==> config.mk <==
export PLATFORM = sky130hd
export DESIGN_NAME = acpo_readout_ctrl
export DESIGN_NICKNAME = d
export VERILOG_FILES = /design/src/rtl/acpo_readout_ctrl.sv
export SDC_FILE = /design/constraint.sdc
export NUM_CORES = 1
export LEC_CHECK = 0
export BUFFER_PORTS_ARGS = -buffer_cell sky130_fd_sc_hd__buf_2
export CELL_PAD_IN_SITES_DETAIL_PLACEMENT = 0
export CELL_PAD_IN_SITES_GLOBAL_PLACEMENT = 1
export CORE_UTILIZATION = 43
export CTS_CLUSTER_SIZE = 10
export DETAILED_ROUTE_END_ITERATION = 8
export PLACE_DENSITY_LB_ADDON = 0.15
export SLEW_MARGIN = 30
export SYNTH_ARGS = -nofsm -noshare
export SYNTH_HDL_FRONTEND = slang
export SYNTH_SLANG_ARGS = --single-unit
==> constraint.sdc <==
create_clock -name clk -period 6.45 [get_ports clk]
set_input_delay 0.645 -clock clk [delete_from_list [all_inputs] [get_ports clk]]
set_output_delay 0.645 -clock clk [all_outputs]
set_load 0.01 [all_outputs]
==> src/rtl/acpo_readout_ctrl.sv <==
// Sequences layer readout from the SA/address buffers or the FC buffer into a valid/ready stream.
// Optional stall counter enabled by `define ACPO_RD_STALL_CNT_EN.
module acpo_readout_ctrl #(
    parameter int SRAM_DEPTH    = 1024,
    parameter int BAND_WIDTH    = 16,
    parameter int DATA_WIDTH    = 8,
    parameter int ADDRESS_WIDTH = 10,
    localparam int WW = $clog2(SRAM_DEPTH),
    localparam int CW = WW + 1,
    localparam int BW = $clog2(BAND_WIDTH)
) (
    input  logic                     clk,
    input  logic                     rst,
    input  logic                     start_i,
    input  logic                     mode_i,
    input  logic [CW-1:0]            word_cnt_i,
    input  logic [BAND_WIDTH-1:0]    pool_last_i,
    input  logic                     act_last_fc_i,
    output logic                     enb_d_sa_o,
    output logic                     enb_a_o,
    output logic [WW+BW-1:0]         addrb_sa_o,
    output logic                     enb_d_fc_o,
    output logic [WW-1:0]            addrb_fc_o,
    input  logic [DATA_WIDTH-1:0]    dob_d_sa_i,
    input  logic [ADDRESS_WIDTH-1:0] dob_a_i,
    input  logic [DATA_WIDTH-1:0]    dob_d_fc_i,
    output logic                     m_valid_o,
    input  logic                     m_ready_i,
    output logic [DATA_WIDTH-1:0]    m_data_o,
    output logic [ADDRESS_WIDTH-1:0] m_addr_o,
    output logic                     m_last_o,
    output logic                     busy_o,
    output logic                     done_o,
    output logic                     overrun_o,
    output logic [15:0]              rd_stall_cnt_o
);

    typedef enum logic [2:0] {S_IDLE, S_WAIT, S_READ, S_DRAIN, S_DONE} state_t;

    typedef struct packed {
        logic                     last;
        logic [ADDRESS_WIDTH-1:0] addr;
        logic [DATA_WIDTH-1:0]    data;
    } beat_t;

    state_t                state_q;
    logic                  mode_q;
    logic [CW-1:0]         nwords_q;
    logic [CW-1:0]         word_q;
    logic [BW-1:0]         bank_q;
    logic [BAND_WIDTH-1:0] seen_q;
    logic                  pend_q;
    logic                  pend_last_q;
    beat_t                 fifo_q [2];
    logic                  wr_ptr_q;
    logic                  rd_ptr_q;
    logic [1:0]            cnt_q;
    logic                  done_q;
    logic                  overrun_q;

    logic       pop;
    logic       space;
    logic       issue;
    logic       last_word;
    logic       last_rd;
    logic       seen_all;
    logic       start_acc;
    logic [2:0] occ;
    beat_t      cap;

    // A slot is free if the beat popped this cycle makes room for the read whose data lands next cycle.
    always_comb begin
        pop       = (cnt_q != 2'd0) && m_ready_i;
        occ       = {1'b0, cnt_q} + {2'b00, pend_q};
        space     = occ < (3'd2 + {2'b00, pop});
        issue     = (state_q == S_READ) && space;
        last_word = (word_q == nwords_q - CW'(1));
        last_rd   = last_word && (mode_q || (bank_q == BW'(BAND_WIDTH - 1)));
        seen_all  = &(seen_q | pool_last_i);
        start_acc = (state_q == S_IDLE) && start_i;
        cap.last  = pend_last_q;
        cap.addr  = mode_q ? '0 : dob_a_i;
        cap.data  = mode_q ? dob_d_fc_i : dob_d_sa_i;
    end

    assign enb_d_sa_o = issue && !mode_q;
    assign enb_a_o    = issue && !mode_q;
    assign enb_d_fc_o = issue && mode_q;
    assign addrb_sa_o = {bank_q, word_q[WW-1:0]};
    assign addrb_fc_o = word_q[WW-1:0];
    assign m_valid_o  = (cnt_q != 2'd0);
    assign m_data_o   = fifo_q[rd_ptr_q].data;
    assign m_addr_o   = fifo_q[rd_ptr_q].addr;
    assign m_last_o   = fifo_q[rd_ptr_q].last;
    assign busy_o     = (state_q != S_IDLE);
    assign done_o     = done_q;
    assign overrun_o  = overrun_q;

    always_ff @(posedge clk or negedge rst) begin
        if (!rst) begin
            state_q     <= S_IDLE;
            mode_q      <= 1'b0;
            nwords_q    <= '0;
            word_q      <= '0;
            bank_q      <= '0;
            seen_q      <= '0;
            pend_q      <= 1'b0;
            pend_last_q <= 1'b0;
            fifo_q[0]   <= '0;
            fifo_q[1]   <= '0;
            wr_ptr_q    <= 1'b0;
            rd_ptr_q    <= 1'b0;
            cnt_q       <= 2'd0;
            done_q      <= 1'b0;
            overrun_q   <= 1'b0;
        end else begin
            done_q      <= 1'b0;
            pend_q      <= issue;
            pend_last_q <= issue && last_rd;
            cnt_q       <= cnt_q + {1'b0, pend_q} - {1'b0, pop};
            if (pend_q) begin
                fifo_q[wr_ptr_q] <= cap;
                wr_ptr_q         <= ~wr_ptr_q;
            end
            if (pop) rd_ptr_q <= ~rd_ptr_q;
            if ((state_q != S_WAIT) && ((|pool_last_i) || act_last_fc_i)) overrun_q <= 1'b1;
            if (issue) begin
                if (last_word) begin
                    word_q <= '0;
                    bank_q <= bank_q + BW'(1);
                end else begin
                    word_q <= word_q + CW'(1);
                end
            end
            case (state_q)
                S_IDLE: if (start_i) begin
                    mode_q    <= mode_i;
                    nwords_q  <= word_cnt_i;
                    word_q    <= '0;
                    bank_q    <= '0;
                    seen_q    <= '0;
                    overrun_q <= 1'b0;
                    if (word_cnt_i == '0) begin
                        state_q <= S_DONE;
                        done_q  <= 1'b1;
                    end else begin
                        state_q <= S_WAIT;
                    end
                end
                S_WAIT: begin
                    if (mode_q) begin
                        if (act_last_fc_i) state_q <= S_READ;
                    end else begin
                        seen_q <= seen_q | pool_last_i;
                        if (seen_all) state_q <= S_READ;
                    end
                end
                S_READ:  if (issue && last_rd) state_q <= S_DRAIN;
                S_DRAIN: if (pop && fifo_q[rd_ptr_q].last) begin
                    state_q <= S_DONE;
                    done_q  <= 1'b1;
                end
                S_DONE:  state_q <= S_IDLE;
                default: state_q <= S_IDLE;
            endcase
        end
    end

`ifdef ACPO_RD_STALL_CNT_EN
    logic [15:0] stall_q;
    always_ff @(posedge clk or negedge rst) begin
        if (!rst) begin
            stall_q <= '0;
        end else if (start_acc) begin
            stall_q <= '0;
        end else if (m_valid_o && !m_ready_i && (stall_q != 16'hFFFF)) begin
            stall_q <= stall_q + 16'd1;
        end
    end
    assign rd_stall_cnt_o = stall_q;
`else
    logic unused_start_acc;
    assign unused_start_acc = start_acc;
    assign rd_stall_cnt_o   = 16'd0;
`endif

endmodule

Word-level counts from Yosys, hierarchy flattened
Index checks and enable logic that the tools add are counted.
Widths: inputs -> output; s select.
{"block": "totals", "input_bits": 59, "out_inout_bits": 66, "word_cells": 103, "regBits": 92}
{"block": "classes", "bitwise_logic": 5, "add_sub_neg": 7, "n_mux": 34, "n_eq_ne": 12, "n_lt_le_gt_ge": 4, "n_reduce_logical": 22}
{"cell": "$mux 19", "n": 4}
{"cell": "$mux 11", "n": 4}
{"cell": "$bwmux 38", "n": 1}
{"cell": "$mux 16", "n": 2}
{"cell": "$pmux 16 s2", "n": 1}
{"cell": "$mux 3", "n": 7}
{"cell": "$demux 19 s1", "n": 1}
{"cell": "$mux 4", "n": 4}
{"cell": "$or 16x16->16", "n": 1}
{"cell": "$reduce_and 16->1", "n": 1}
{"cell": "$reduce_or 16->1", "n": 1}
{"cell": "$pmux 3 s4", "n": 1}
{"cell": "$add 11x1->11 const B", "n": 1}
{"cell": "$eq 11x11->1", "n": 1}
{"cell": "$logic_not 11->1", "n": 1}
{"cell": "$sub 11x1->11 const B", "n": 1}
{"cell": "$mux 10", "n": 1}
{"cell": "$logic_and 1x1->1", "n": 9}
{"cell": "$mux 8", "n": 1}
{"cell": "$eq 3x2->1 const B", "n": 2}
{"cell": "$mux 1", "n": 6}
{"cell": "$ne 2x2->1 const B", "n": 3}
{"cell": "$ne 3x3->1 const B", "n": 2}
{"cell": "$reduce_and 5->1", "n": 1}
{"cell": "other kinds (22)", "n": 27}

Logic depth before layout (Yosys ltp)
{"block": "depth", "ltp_word": 8, "depth_mapped": 10, "depth_no_buf": 8}

Worst setup path after synthesis
Ideal clock, no wire load.
{"block": "synth_timing", "path_type": "register to register", "start": "register nwords_q[0]", "end": "register bank_q[3]", "period_less_slack_ns": 2.717, "required_time_ns": 6.327, "setup_time_ns": 0.123, "slack_ns": 3.733, "t_arrival_ns": 2.595, "path_stages_with_launch": 10, "n_path_buf": 1, "cell_sequence": "dfrtp_1 inv_1 ha_1 buf_2 or3b_2 or4_1 a21o_1 and2_1 or4_4 mux2i_1"}
{"block": "synth_between", "elab_chain_cells": 6}
{"element": "start, declared", "line_no": "48", "text": "logic [CW-1:0] nwords_q;"}
{"element": "start signal, assigned", "line_no": "138", "text": "nwords_q <= word_cnt_i;"}
{"element": "$sub 11x1->11 (*)", "line_no": "77", "text": "last_word = (word_q == nwords_q - CW'(1));"}
{"element": "$eq 11x11->1 (*)", "line_no": "77"}
{"element": "$mux 4 (*)", "line_no": "128", "text": "if (last_word) begin"}
{"element": "$mux 4 (*)", "line_no": "127", "text": "if (issue) begin"}
{"element": "$mux 4", "line_no": "136", "text": "S_IDLE: if (start_i) begin"}
{"element": "$mux 4 (*)", "line_no": "135", "text": "case (state_q)"}
{"element": "end signal, assigned", "line_no": "130", "text": "bank_q <= bank_q + BW'(1);"}
{"element": "end, declared", "line_no": "50", "text": "logic [BW-1:0] bank_q;"}
Every way passes the cells marked *; elsewhere a longest branch is shown, timed or not.
A chain may end at the register's enable or synchronous reset.

Final worst setup path
Same ends and word-level chain as after synthesis.

==> metrics.md <==
| Metric | Value |
|---|---|
| Status | finished clean |
| Worst Path Arrival | 3150 ps |
| Initial Utilization | 44.4% |
| Post-synth EDFFs | 0 |
| Die Y | 108 um |
| H-tree depth | 3 |
| Ys Warns | 0 |
| Register area share after synthesis | 47.4% |
| Max_cap viols | 0 |
| CTS Hold Bufs | 0 |
| CTS sink cnt | 92 |
| Slew @ Worst Pin | 730 ps |
| Largest net degree at the start of global routing | 70 |
| Share of layout cells above drive strength 1 | 26.4% |
| Top post-synthesis cells by area | dfrtp_1, nand2_1, buf_4 |
| Port-buffer cells | 108 |
| CTS root buffer | clkbuf_16 |
| DR iter-0 viols | 146 |
| PD cells | 451 nW/um^2 |
| Worst slew margin | 50.9% |
| Ys flop type | dfrtp_1 |
| Critical Path Fanout Max | 9 |
| CTS resizes | 0 |
| Total number of vias | 3818 |
| Core area | 10900 um^2 |
| Worst setup EP type | flip-flop |
| GPL Wtd Cong | 0.869 |
| P&R area growth vs syn | 15.0% |
| CTS tree | yes |
| Post-route ant nets | 0 |
| Total negative slack | 0 ps |
| Drt pass-1 iters | 4 |
| Io pins | 125 |
| Cell Area, Placed | 5290 um^2 |
| Post-Route Skew | 6.91 ps |
| Rows | 38 |
| Grt ovf | 0 |
| Post-synth ARST share | 100% |
| Final Cell Area | 5590 um^2 |
| Initial antenna violation count | 0 |
| CP Launch Type | flip-flop |
| Synth unique cells | 49 |
| Detailed placement HPWL | 7.82 mm |
| RSZ-0062 raised after global routing | false |
| Hold Violations, Final | 0 |
| F_max | 342 MHz |
| Clk slew on worst S/H paths | 60 ps |
| Fin crit share | 45.4% |
| Final number of setup-violating endpoints | 0 |
| ANT cells | 0 |
| Die W | 108 um |
| Final Slew Violations | 0 |
| Total track usage | 19.6% |
| Die ar. | 11700 um^2 |
| Cells after Synth | 524 |
| Via/cell ratio | 5.12 |
| Vias in the first global route | 3559 |
| Nets | 667 |
| Worst skew pair latency | 340 ps |
| Post-synthesis register bit count | 92 |
| CP Class | reg2reg |
| Clk buf depth | 2 |
| Critical path data required time | 6670 ps |
| Hold Crit Class | in2async |
| Global-route wire length before repair | 17.6 mm |
| Routed len/inst | 14.6 um |
| Area leader, netlist | dfrtp_1 |
| Worst vdd ir | 0.206 mV |
| Synth Cell Area | 4860 um^2 |
| Synth top area share | 47.4% |
| Cts bufs inserted | 9 |
| Fin Hold WS | 195 ps |
| Mean Syn Cell Area | 9.27 um^2 |
| Final min period | 2930 ps |
| Routed WL | 10.9 mm |
| Leakage | 0.00272 uW |
| Post-CTS setup buffers | 0 |
| Residual DRC | 0 |
cells in the mapped netlist, types with 2 or more instances:
master     n
a211oi_1   2
a21oi_1   22
a22oi_1    2
a31oi_1    2
and2_1     2
buf_2      2
buf_4     37
clkbuf_1  21
dfrtp_1   92
ha_1       7
inv_1     13
mux2_2    21
mux2i_1   13
nand2_1   85
nand2b_1  17
nand3_1    9
nand4_1    4
nor2_1    45
nor3_1     6
nor4_1    12
o211ai_1   3
o21ai_0   43
o22ai_1   10
o31ai_1    2
or2_2      2
or3_1      3
or3b_2     2
or4_1      2
or4_4      2
xnor2_1   19
xor2_1     4
placed cells by master (no fill, tap or decap), types with 16 or more instances in the layout:
cell	count
buf_2	107
dfrtp_1	90
nand2_1	85
nor2_1	44
o21ai_0	43
a21oi_1	22
mux2_2	21
xnor2_1	19
nand2b_1	17
conb_1	16
cell type report:
class                   instances  area, um^2
repair buffers                112         577
well taps                     140         175
clock inverters                 4        50.0
clock buffers                  11         243
flip-flops and latches         92        2300
inverters                      13        48.8
fillers                      1055        5350
multi-input cells             373        2190
registers in the layout, summed over array words and instances, names as in the netlist:
signal	cells
word_q	11
seen_q	16
wr_ptr_q	1
overrun_o	1
fifo_q	38
state_q	3
cnt_q	2
bank_q	4
pend_q	1
nwords_q	11
done_o	1
mode_q	1
rd_ptr_q	1
pend_last_q	1
worst max-delay path, cell delays in order (launching register included):
cell	delay (ps)
dfrtp_1	440
inv_1	100
ha_1	340
or3b_2	510
or4_1	420
a21o_1	200
and2_1	150
or4_4	530
mux2i_1	130
where the power goes:
group | switching, uW | internal, uW
registers | 229 | 806
clock network | 217 | 308
logic | 511 | 450
total | 958 | 1560
per-layer routing:
| metal | routed length, um | track usage [%] | up-vias | share of wire (%) |
|---|---|---|---|---|
| met5 | 0 | 0 | - | 0 |
| met4 | 163 | 7.63 | 0 | 1.5 |
| met3 | 439 | 3.38 | 13 | 4.0 |
| met2 | 5200 | 31.3 | 87 | 48 |
| met1 | 5090 | 26.4 | 1832 | 47 |
| li1 | - | - | 1886 | - |
path summary, 6_finish.rpt:
check | start | endpoint | slack (ps) | cells after the start
max | nwords_q[0] | bank_q[3] | 3520 | 8
min | rst | fifo_q[1] | 190 | 1
max reg2reg | nwords_q[0] | bank_q[3] | 3520 | 8
min reg2reg | fifo_q[0] | fifo_q[0] | 480 | 2
max in group asynchronous | rst | mode_q | 5300 | 2
min in group clk | fifo_q[0] | fifo_q[0] | 480 | 2
per-stage QoR:
stage | setup WS (ps) | util, % | total power, uW | std cells
finish | 3520 | 51.1 | 2520 | 745
global route | 3330 | 51.1 | 2730 | 745
CTS | 3520 | 51.0 | 2550 | 745
detailed placement | 3560 | 48.3 | 2020 | 730
global placement | 3610 | 48.3 | 1990 | 730
floorplan | 3730 | - | 1740 | 539
kinds of logic after synthesis:
kind of cell               count (synthesis)  share of synthesized area (%)
muxes                                     34                           7.55
AOI/OAI and AO/OA                         94                           11.0
adders and majority gates                  7                           1.80
xor gates and xnor gates                  23                           4.15
DFF                                       92                           47.4
other                                      1                         0.0772
buffers and inverters                     74                           8.79
and+or+nand+nor                          199                           19.2
No activity file was read; power rests on OpenSTA's default activity.
